<file path="src/rtl/ras_resolver_if.sv">
// Handshake bundle between IF-side RAS, EX jump resolution and the
// RAS prediction checker.
interface ras_resolver_if;
  logic        pred_valid;
  logic [31:0] pred_pc;
  logic [31:0] pred_target;
  logic        res_valid;
  logic [31:0] res_pc;
  logic [31:0] res_target;
  logic        ext_flush;
  logic        redirect_valid;
  logic [31:0] redirect_pc;
  logic        ras_clear;
  logic        recovering;
  logic [5:0]  q_count;
  logic [31:0] hit_cnt;
  logic [31:0] miss_cnt;
  logic [31:0] drop_cnt;

  modport master (
    output pred_valid, pred_pc, pred_target,
    output res_valid, res_pc, res_target,
    output ext_flush,
    input  redirect_valid, redirect_pc, ras_clear,
    input  recovering, q_count,
    input  hit_cnt, miss_cnt, drop_cnt
  );

  modport slave (
    input  pred_valid, pred_pc, pred_target,
    input  res_valid, res_pc, res_target,
    input  ext_flush,
    output redirect_valid, redirect_pc, ras_clear,
    output recovering, q_count,
    output hit_cnt, miss_cnt, drop_cnt
  );
endinterface

</file>
<file path="src/rtl/ras_resolver.sv">
// EX-stage checker for RAS predictions: in-order queue of predicted
// returns, compare on resolve, redirect + RAS clear on a wrong target.
module ras_resolver #(
  parameter int DEPTH       = 8,
  parameter int RECOVER_CYC = 2
) (
  input logic          CLK,
  input logic          RESET,
  ras_resolver_if.slave bus
);

  localparam int AW = $clog2(DEPTH);
  localparam int RW = (RECOVER_CYC < 2) ? 1 : $clog2(RECOVER_CYC);
  localparam logic [5:0] FULL = 6'(DEPTH);

  typedef enum logic {
    IDLE,
    RECOVER
  } state_t;

  typedef struct packed {
    logic [31:0] pc;
    logic [31:0] tgt;
  } ent_t;

  state_t        state;
  ent_t          mem [DEPTH];
  logic [AW-1:0] head;
  logic [AW-1:0] tail;
  logic [5:0]    cnt;
  logic [RW-1:0] rec_cnt;

  logic        redir_q;
  logic [31:0] redir_pc_q;
  logic        clear_q;
  logic        recov_q;
  logic [31:0] hit_q;
  logic [31:0] miss_q;
  logic [31:0] drop_q;

  ent_t head_ent;
  logic empty;
  logic full;
  logic match;
  logic hit;
  logic miss;
  logic push;
  logic drop;

  function automatic logic [31:0] sat_inc(
    input logic [31:0] v
  );
    return (&v) ? v : v + 32'd1;
  endfunction

  always_comb begin
    head_ent = mem[head];
    empty    = (cnt == 6'd0);
    full     = (cnt == FULL);
    match    = bus.res_valid && !empty &&
               (head_ent.pc == bus.res_pc);
    hit      = match &&
               (head_ent.tgt == bus.res_target);
    miss     = match && !hit;
    // a pop frees the slot the same cycle, so a full queue still accepts
    push     = bus.pred_valid && (state == IDLE) &&
               (!full || hit) && !miss;
    drop     = bus.pred_valid && !push;
  end

  always_ff @(posedge CLK) begin
    if (RESET && push && !bus.ext_flush) begin
      mem[tail] <= '{pc: bus.pred_pc, tgt: bus.pred_target};
    end
  end

  always_ff @(posedge CLK) begin
    if (!RESET) begin
      state      <= IDLE;
      head       <= '0;
      tail       <= '0;
      cnt        <= '0;
      rec_cnt    <= '0;
      redir_q    <= 1'b0;
      redir_pc_q <= '0;
      clear_q    <= 1'b0;
      recov_q    <= 1'b0;
      hit_q      <= '0;
      miss_q     <= '0;
      drop_q     <= '0;
    end else begin
      redir_q <= 1'b0;
      clear_q <= 1'b0;
      if (bus.ext_flush) begin
        state   <= IDLE;
        recov_q <= 1'b0;
        rec_cnt <= '0;
        head    <= '0;
        tail    <= '0;
        cnt     <= '0;
      end else if (miss) begin
        redir_q    <= 1'b1;
        clear_q    <= 1'b1;
        redir_pc_q <= bus.res_target;
        state      <= RECOVER;
        recov_q    <= 1'b1;
        rec_cnt    <= RW'(RECOVER_CYC - 1);
        head       <= '0;
        tail       <= '0;
        cnt        <= '0;
        miss_q     <= sat_inc(miss_q);
        if (drop) begin
          drop_q <= sat_inc(drop_q);
        end
      end else begin
        if (push) begin
          tail <= tail + AW'(1);
        end
        if (hit) begin
          head  <= head + AW'(1);
          hit_q <= sat_inc(hit_q);
        end
        if (drop) begin
          drop_q <= sat_inc(drop_q);
        end
        unique case (1'b1)
          (push && !hit): cnt <= cnt + 6'd1;
          (hit && !push): cnt <= cnt - 6'd1;
          default:        cnt <= cnt;
        endcase
        if (state == RECOVER) begin
          if (rec_cnt == '0) begin
            state   <= IDLE;
            recov_q <= 1'b0;
          end else begin
            rec_cnt <= rec_cnt - RW'(1);
          end
        end
      end
    end
  end

  assign bus.redirect_valid = redir_q;
  assign bus.redirect_pc    = redir_pc_q;
  assign bus.ras_clear      = clear_q;
  assign bus.recovering     = recov_q;
  assign bus.q_count        = cnt;
  assign bus.hit_cnt        = hit_q;
  assign bus.miss_cnt       = miss_q;
  assign bus.drop_cnt       = drop_q;

endmodule

</file>
<file path="src/flat_wrapper.sv">
// flat-port wrapper written by rule: the top's interface ports become plain ports
module ras_resolver_flat 
#(
  parameter int DEPTH       = 8,
  parameter int RECOVER_CYC = 2
)
  (CLK, RESET, bus_pred_valid, bus_pred_pc, bus_pred_target, bus_res_valid, bus_res_pc, bus_res_target, bus_ext_flush, bus_redirect_valid, bus_redirect_pc, bus_ras_clear, bus_recovering, bus_q_count, bus_hit_cnt, bus_miss_cnt, bus_drop_cnt);
  ras_resolver_if bus_i ();
  input logic CLK;
  input logic RESET;
  input wire logic [$bits(bus_i.pred_valid)-1:0] bus_pred_valid;
  input wire logic [$bits(bus_i.pred_pc)-1:0] bus_pred_pc;
  input wire logic [$bits(bus_i.pred_target)-1:0] bus_pred_target;
  input wire logic [$bits(bus_i.res_valid)-1:0] bus_res_valid;
  input wire logic [$bits(bus_i.res_pc)-1:0] bus_res_pc;
  input wire logic [$bits(bus_i.res_target)-1:0] bus_res_target;
  input wire logic [$bits(bus_i.ext_flush)-1:0] bus_ext_flush;
  output wire logic [$bits(bus_i.redirect_valid)-1:0] bus_redirect_valid;
  output wire logic [$bits(bus_i.redirect_pc)-1:0] bus_redirect_pc;
  output wire logic [$bits(bus_i.ras_clear)-1:0] bus_ras_clear;
  output wire logic [$bits(bus_i.recovering)-1:0] bus_recovering;
  output wire logic [$bits(bus_i.q_count)-1:0] bus_q_count;
  output wire logic [$bits(bus_i.hit_cnt)-1:0] bus_hit_cnt;
  output wire logic [$bits(bus_i.miss_cnt)-1:0] bus_miss_cnt;
  output wire logic [$bits(bus_i.drop_cnt)-1:0] bus_drop_cnt;
  assign bus_i.pred_valid = bus_pred_valid;
  assign bus_i.pred_pc = bus_pred_pc;
  assign bus_i.pred_target = bus_pred_target;
  assign bus_i.res_valid = bus_res_valid;
  assign bus_i.res_pc = bus_res_pc;
  assign bus_i.res_target = bus_res_target;
  assign bus_i.ext_flush = bus_ext_flush;
  assign bus_redirect_valid = bus_i.redirect_valid;
  assign bus_redirect_pc = bus_i.redirect_pc;
  assign bus_ras_clear = bus_i.ras_clear;
  assign bus_recovering = bus_i.recovering;
  assign bus_q_count = bus_i.q_count;
  assign bus_hit_cnt = bus_i.hit_cnt;
  assign bus_miss_cnt = bus_i.miss_cnt;
  assign bus_drop_cnt = bus_i.drop_cnt;
  ras_resolver #(.DEPTH(DEPTH), .RECOVER_CYC(RECOVER_CYC)) u_core (.CLK(CLK), .RESET(RESET), .bus(bus_i));
endmodule
</file>
<file path="config.mk">
export PLATFORM = sky130hd
export DESIGN_NAME = ras_resolver_flat
export DESIGN_NICKNAME = d
export VERILOG_FILES = /design/src/rtl/ras_resolver_if.sv /design/src/rtl/ras_resolver.sv /design/src/flat_wrapper.sv
export SDC_FILE = /design/constraint.sdc
export NUM_CORES = 1
export LEC_CHECK = 0
export CORE_MARGIN = 4
export CORE_UTILIZATION = 61
export DETAILED_ROUTE_END_ITERATION = 6
export HOLD_SLACK_MARGIN = 0.1
export PLACE_DENSITY_LB_ADDON = 0.05
export SETUP_SLACK_MARGIN = 0.1
export SYNTH_ARGS = -nofsm -noshare
export SYNTH_HDL_FRONTEND = slang
export SYNTH_SLANG_ARGS = --single-unit
</file>
<file path="constraint.sdc">
create_clock -name CLK -period 18.4 [get_ports CLK]
set_input_delay 1.84 -clock CLK [delete_from_list [all_inputs] [get_ports CLK]]
set_output_delay 1.84 -clock CLK [all_outputs]
set_load 0.01 [all_outputs]
</file>
# After elaboration in Yosys (flattened, before gate mapping)
# Memories as Yosys holds them, arrays and structs flattened. A register that Yosys moved wholly into a read port is not among the register bits.
# Index checks and enable logic that the tools add are counted.
[word_totals]
regBits = 144
mem_bits_rw = 512
input_bits = 133
out_inout_bits = 137
word_cells = 78
n_memories = 1
[mem_list]
columns = ["memory", "depth", "width", "rd", "rd_ports_with_merged_regs", "write_ports", "line", "rtl"]
rows = [
  ["u_core.mem", 8, 64, 1, 1, 1, "ras_resolver.sv:27", "ent_t mem [DEPTH];"],
]
[classes]
n_addsub = 8
n_eq_ne = 4
mux = 15
bitwise_logic = 7
n_reduce_logical = 32
[op_table]
columns = ["op", "n"]
rows = [
  ["$add A32 B1 Y32 const B", 3],
  ["$reduce_and A32 Y1", 3],
  ["$eq A32 B32 Y1", 2],
  ["$logic_and A1 B1 Y1", 12],
  ["$mux W1", 12],
  ["$pmux W6 S2", 1],
  ["$not A1 Y1", 7],
  ["$add A3 B1 Y3 const B", 2],
  ["$add A6 B1 Y6 const B", 1],
  ["$eq A6 B4 Y1 const B", 1],
  ["$logic_not A1 Y1", 6],
  ["$logic_not A6 Y1", 1],
  ["$mux W3", 2],
  ["$reduce_and A3 Y1", 2],
  ["$sub A6 B1 Y6 const B", 1],
  ["$reduce_and A2 Y1", 2],
  ["$reduce_and A4 Y1", 1],
  ["$reduce_bool A2 Y1", 2],
  ["$reduce_or A3 Y1", 1],
  ["$ne A2 B2 Y1 const B", 1],
  ["$reduce_or A2 Y1", 1],
  ["$logic_or A1 B1 Y1", 1],
  ["$sub A1 B1 Y1 const B", 1],
]

# Longest topological paths before layout
# Gate-level depths: netlist of the first run.
[depth]
word_depth = 13
ltp_mapped = 25
ltp_nobuf = 19

# Worst setup path after synthesis of the first run
# OpenSTA, ideal clock, no wires.
[synth_timing]
kind = "input to register"
startpoint = "input bus_res_target[23]"
endpoint = "memory u_core.mem[0][0] (netlist bit) (enable)"
arrival_time_ns = 10.144
slack_ns = 7.590
stages = 9
path_cell_list = "xnor2_1 > nor4_1 > nand4_1 > nor4_4 > nand2b_1 > and3b_1 > clkbuf_1 > inv_1 > nor4b_1"
[synth_via]
elab_chain_cells = 10
[synth_lines]
columns = ["element", "line", "rtl"]
rows = [
  ["start, declared", "flat_wrapper.sv:16", "input wire logic [$bits(bus_i.res_target)-1:0] bus_res_target;"],
  ["$eq A32 B32 Y1 *", "ras_resolver.sv:63", "(head_ent.tgt == bus.res_target);"],
  ["$logic_and A1 B1 Y1 *", "ras_resolver.sv:62", "hit = match &&"],
  ["$logic_not A1 Y1", "ras_resolver.sv:64", "miss = match && !hit;"],
  ["$logic_and A1 B1 Y1", "ras_resolver.sv:64", ""],
  ["$logic_not A1 Y1", "ras_resolver.sv:67", "(!full || hit) && !miss;"],
  ["$logic_and A1 B1 Y1 *", "ras_resolver.sv:67", ""],
  ["$logic_and A1 B1 Y1 * (2 in series)", "ras_resolver.sv:72", "if (RESET && push && !bus.ext_flush) begin"],
  ["$mux W1 *", "ras_resolver.sv:72", ""],
  ["$mux W1 (not written as such) *", "ras_resolver.sv:73", "mem[tail] <= '{pc: bus.pred_pc, tgt: bus.pred_target};"],
  ["end, declared", "ras_resolver.sv:27", ""],
]
# Every way passes the cells marked *; elsewhere a longest branch is shown, timed or not.

==> out/results.ini, run 1 <==
[worst_setup_path]
rrSetupSlack_ps = 11140
reg2reg_to = u_core.mem[0][24]
worstSetupPathType = reg -> reg
worstPathRequired_ps = 18600
critPathSlowestCell = buf_4
crit_chain = buf_4 -> buf_4 -> mux4_2 -> mux2i_1 -> xnor2_1 -> nor4_1 -> nand4_1 -> nor4_4 -> nand2b_1 -> and3b_1 -> inv_1 -> nor4b_2 -> buf_4
critPathTopFamily = simple AND/OR/NAND/NOR gates
cp_common_cell = buf_4
end_kind = flop
r2r_cells = 13
worst-path-buf-inv = 4
path_depth = 13
crit_path_max_fanout = 59
crit_arrival_ps = 7460
critPathLaunchType = flop
slowest_delay_ps = 910

[run_status]
outcome = finished, final reports clean

[floorplan]
initial_core_util = 0.621
core_area_sq_um = 43400
fp.dieH_um = 218
rows = 76
ios = 270
dieWidth_um = 218
die_area_sq_um = 47600

[grt]
grt_max_degree = 86
grt-ovfl-total = 0
grt_use_total = 0.258
grt_pass1_wl_mm = 93.9
grt_pass1_vias = 16000
antenna_found_initial = 9

[power]
peakVddDrop_v = 0.0000824
power.total_mw = 2.98
p_per_area_nw_per_um2 = 92.4
p_leak_nw = 10.0

[place]
port_buffers = 269
place_congestion = 0.819
dpl.hpwl_mm = 38.3
dp_cells = 2556
dpl_worst_slack_ps = 11090

[clocking]
post-cts-setup-buffers = 0
htreeDepth = 3
clockRootBuffer = clkbuf_16
clkSinkCount = 659
post_cts_resized = 0
postCtsHoldBufs = 0
cts_buffer_depth = 3
clk_pin_slew_worst_paths_ps = 60
insertion_delay_ps = 600
cts_tree = yes
numCtsBuffers = 67

[timing]
finalSetupViolations = 0
finClkSkew_ps = 27.3
fmax_mhz = 138
tightest_slew_ps = 1150
rsz0062_at_grt = no
drv_slew = 0
totalNegativeSetupSlack_ps = 0
hold_viol = 0
relSlewSlack = 0.234
post-route-min-period_ps = 7260
finalCritPeriodShare = 0.395
layout_setup_ws_ps = 11140

[layout]
nFillCells = 2774
multi_input_comb_area_sq_um = 8120
area_growth_syn_to_layout_pct = 19.7
final_core_util = 0.743
seqCellArea_sq_um = 18300
stdcell_count = 2682
layout-drive-gt1-share = 0.111
nets = 2184

[synth]
synth_cell_types = 56
postSynthCellCount = 1759
synthArstFlopShare = 0
synth.avg_cell_area_sq_um = 15.3
synth.area.top_cells = edfxtp_1 57%, dfxtp_1 11%, mux4_2 6.2%
syn_nets = 1903
post-synth-top-count-cell = edfxtp_1
yosysSeqAreaShare = 0.680
synth_flop_cell = edfxtp_1
synth_top_area_share = 0.571
synth_seq_cells = 659
ys_warn_count = 0
synth.largest_area_cell = edfxtp_1
netlist_area_sq_um = 26900
synth_common_cells = 512 x edfxtp_1, 164 x mux2i_1, 147 x dfxtp_1
synth_edf_count = 512

[route]
ant_nets = 0
drc = 0
vias_per_cell = 6.01
drt_iter0_drc = 1321
wl_per_cell_um = 23.0
route.vias.total = 16100
drtPass1Iterations = 5
routed_wl_mm = 61.7

[hold_path]
min_path_cells = 2
min_to = u_core.bus.recovering
hold_path.class = reg -> reg
min_from = u_core.bus.recovering

[run]
maxCapViolCount = 0

-- sequential cells by signal, indices dropped and copies added, names as in the netlist, named ones only --
signal	count
u_core.bus.drop_cnt	32
u_core.bus.hit_cnt	32
u_core.bus.miss_cnt	32
u_core.bus.q_count	6
u_core.bus.recovering	1
u_core.bus.redirect_pc	32
u_core.bus.redirect_valid	1
u_core.head	3
u_core.mem	512
u_core.rec_cnt	1
u_core.state	1
u_core.tail	3
-- through the flow --
| step | hold slack (ps) | instance area (sq um) |
|---|---|---|
| after global placement | 461 | 30200 |
| final | 479 | 32200 |
| after detailed placement | 476 | 30200 |
| after floorplan | 446 | 26900 |
| after CTS | 480 | 32200 |
| after global routing | 519 | 32200 |
-- power breakdown --
group / internal [mW] / switching (mW)
Combinational: 0.0392 / 0.0459
Clock: 0.733 / 0.550
Sequential: 1.61 / 0.00187
Total: 2.38 / 0.597
-- per-layer routing --
layer	GRT usage	vias to the layer above	part of all wire	wire, um
li1	-	7355	-	-
met1	0.354	8112	0.42	25700
met4	0.0735	8	0.023	1420
met3	0.0428	99	0.060	3680
met5	0	-	0.00089	55
met2	0.434	532	0.50	30800
-- kinds of logic (layout without fill, tap and decap cells) --
family / count (synthesis) / count (layout) / share of synthesized area
and+or+nand+nor: 446 / 446 / 0.0878
AOI/OAI and AO/OA: 170 / 170 / 0.0407
buffers and inverters: 110 / 443 / 0.0200
adders and majority gates: 11 / 11 / 0.00539
DFF: 659 / 659 / 0.680
other: 0 / 5 / 0
muxes: 262 / 262 / 0.133
xor gates and xnor gates: 101 / 101 / 0.0329
-- area by class of cell --
| type | count | share of cell area |
|---|---|---|
| tap | 585 | 0.0227 |
| sequential | 659 | 0.569 |
| multi-input combinational | 990 | 0.252 |
| clock buffer | 91 | 0.0570 |
| timing repair buffer | 291 | 0.0887 |
| antenna | 5 | 0.000388 |
| clock inverter | 30 | 0.00710 |
| inverter | 31 | 0.00365 |
-- cell usage in the layout, fill, tap and decap left out, types with 30 or more instances in the layout --
cell / instances
nor3_1: 31
clkdlybuf4s50_1: 269
nand2_1: 68
inv_1: 30
mux2i_1: 164
nor2_1: 121
a21oi_1: 52
xnor2_1: 86
dfxtp_1: 144
clkbuf_16: 68
mux4_2: 74
nand3_1: 34
edfxtp_1: 512
-- worst reg2reg max path: cells and delay by family, from the launching register on --
kind / cells / cell delay [ps]
xor gates and xnor gates: 1 / 90
buffers and inverters: 4 / 2590
DFF: 1 / 630
muxes: 2 / 810
and+or+nand+nor: 6 / 2700
-- worst max-delay path by stage --
stage | from | end
finish | flop | u_core.mem[0][24]
global route | flop | u_core.bus.q_count[5]
CTS | flop | u_core.mem[0][24]
detailed placement | flop | u_core.mem[0][27]
global placement | flop | u_core.mem[0][26]
floorplan | bus_res_target[23] | u_core.mem[0][0]
No activity file was read; power rests on OpenSTA's default activity.
==> run 2, diff against run 1 <==
- CORE_UTILIZATION: 61 -> 51
- clock period: 18.4 -> 5.9 ns (I/O delays scaled with it)
==> run 2 against run 1 <==
Net effect: wire length increased by 3.0%; largest cell class unchanged; sequential share of layout area decreased by 1.3 points; setup slack got worse by 11000 ps; flip-flop and latch count unchanged; clock power increased to 3.4 times the previous value.
==> out/results.ini, run 2 (same netlist as run 1, synthesis figures left out) <==
[layout]
nets = 2208
nFillCells = 3796
final_common_cell = edfxtp_1
layout_common_cells = 512 x edfxtp_1, 269 x clkdlybuf4s50_1, 164 x mux2i_1, 144 x dfxtp_1, 121 x nor2_1
regMostFlops = u_core.mem
area_growth_syn_to_layout_pct = 22.5
largest_register_ffs = 512
stdcell_count = 2802
layout-drive-gt1-share = 0.126

[worst_setup_path]
worstPathRequired_ps = 6360
crit_path_max_fanout = 24
critPathLaunchType = flop
end_kind = flop
worstSetupPathType = reg -> reg
r2r_cells = 20
critPathSlowestCell = dfxtp_4
crit_chain = buf_12 -> mux4_2 -> mux2i_1 -> xnor2_1 -> nor4_1 -> nand4_1 -> nor4_4 -> nand2b_4 -> and3b_1 -> inv_2 -> ha_1 -> ha_1 -> a21o_1 -> a21o_1 -> a21o_1 -> a21oi_1 -> xnor2_1 -> nor2_1 -> xnor2_1 -> nor2_1
slowest_delay_ps = 640
crit_arrival_ps = 5870

[timing]
finClkSkew_ps = 21.9
drv_slew = 0
finalCritPeriodShare = 0.917
tightest_slew_ps = 1060
rsz0062_at_grt = no
hold_viol = 0
layout_setup_ws_ps = 492
post-route-min-period_ps = 5410
relSlewSlack = 0.287
fmax_mhz = 185
finalSetupViolations = 0

[grt]
antenna_found_initial = 6
grt_use_total = 0.222
grt_max_degree = 79
grt_pass1_vias = 16100
grt_pass1_wl_mm = 96.9
grt-ovfl-total = 0

[hold_path]
hold_path.class = reg -> reg
min_path_cells = 2

[clocking]
htreeDepth = 3
clockRootBuffer = clkbuf_16
cts_buffer_depth = 3
clkSinkCount = 659
postCtsHoldBufs = 0
insertion_delay_ps = 600
cts_tree = yes
numCtsBuffers = 71
clk_pin_slew_worst_paths_ps = 60

[place]
place_congestion = 0.832
port_buffers = 269
dpl.hpwl_mm = 40.1
dpl_worst_slack_ps = 135
dp_cells = 2670

[floorplan]
fp.dieH_um = 238
rows = 83
core_area_sq_um = 51800
dieWidth_um = 238
die_area_sq_um = 56500
ios = 270
initial_core_util = 0.520

[route]
wl_per_cell_um = 22.7
drc = 0
drtPass1Iterations = 7
vias_per_cell = 5.78
drt_iter0_drc = 1125
ant_nets = 0
routed_wl_mm = 63.5
route.vias.total = 16200

[power]
p_per_area_nw_per_um2 = 293
peakVddDrop_v = 0.000236
p_leak_nw = 10.3

[run]
maxCapViolCount = 0

[run_status]
outcome = finished, final reports clean

run 2: cell types whose count changed in the layout (fill, tap and decap cells not counted), moves of 3 or more:
cell       previous run  this run
clkbuf_16            68        73
buf_4                22        27
buf_12                0        14
bufinv_16             2         7
nor3_2                3         0
nor3_4                0         3
clkinv_2             14        18
clkbuf_1             18        15
run 2: critical path, delay by kind of cell, from the launching register on:
family	cells	cell delay (ps)
muxes	2	730
DFF	1	640
buffers and inverters	2	420
adders and majority gates	2	590
AOI/OAI and AO/OA	4	710
and+or+nand+nor	7	1720
xor gates and xnor gates	3	410
run 2: what timing repair did:
action                                 in CTS  in global routing
endpoints found under the hold margin       0                  0
gates resized for setup                     0                  1
setup buffers                               1                  0
setup endpoints to repair                   1                  1
run 2: final cells by class:
| type | instances | area (sq um) | share of cell area |
|---|---|---|---|
| inverters | 31 | 118 | 0.00356 |
| well taps | 680 | 851 | 0.0258 |
| multi-input cells | 990 | 8180 | 0.248 |
| repair buffers | 311 | 3200 | 0.0971 |
| flip-flops and latches | 659 | 18300 | 0.556 |
| clock buffers | 91 | 1920 | 0.0583 |
| diodes | 3 | 7.51 | 0.000228 |
| clock inverters | 37 | 382 | 0.0116 |
run 2: metal layers:
layer  part of all wire  GRT usage  vias up
met4              0.020     0.0520        6
met5            0.00049          0        -
li1                   -          -     7421
met2               0.48      0.357      486
met3              0.061     0.0461       94
met1               0.44      0.316     8181
run 2: report_power, final:
part           switching, mW  leakage (nW)  internal, mW
sequential           0.00600          5.80          5.01
clock                   1.76          1.14          2.62
combinational          0.148          3.33         0.125
total                   1.92          10.3          7.76
run 2: metrics by stage:
step           total power [mW]   util  hold WS [ps]  cell area [sq um]  TNS, ps
2_1_floorplan              5.21      -           446              27000  -106120
3_3_place_gp               5.38  0.591           463              30600        0
3_5_place_dp               5.39  0.591           468              30600        0
4_1_cts                    9.77  0.636           476              33000        0
5_1_grt                    9.97  0.637           501              33000        0
6_report                   9.67  0.637           477              33000        0
run 2: worst paths after layout:
| path | end | slack (ps) | startpoint |
|---|---|---|---|
| worst max-delay path | u_core.bus.q_count[5] | 490 | flop |
| worst min-delay path | u_core.state | 480 | u_core.rec_cnt |
| worst max register to register | u_core.bus.q_count[5] | 490 | flop |
| worst min register to register | u_core.state | 480 | u_core.rec_cnt |
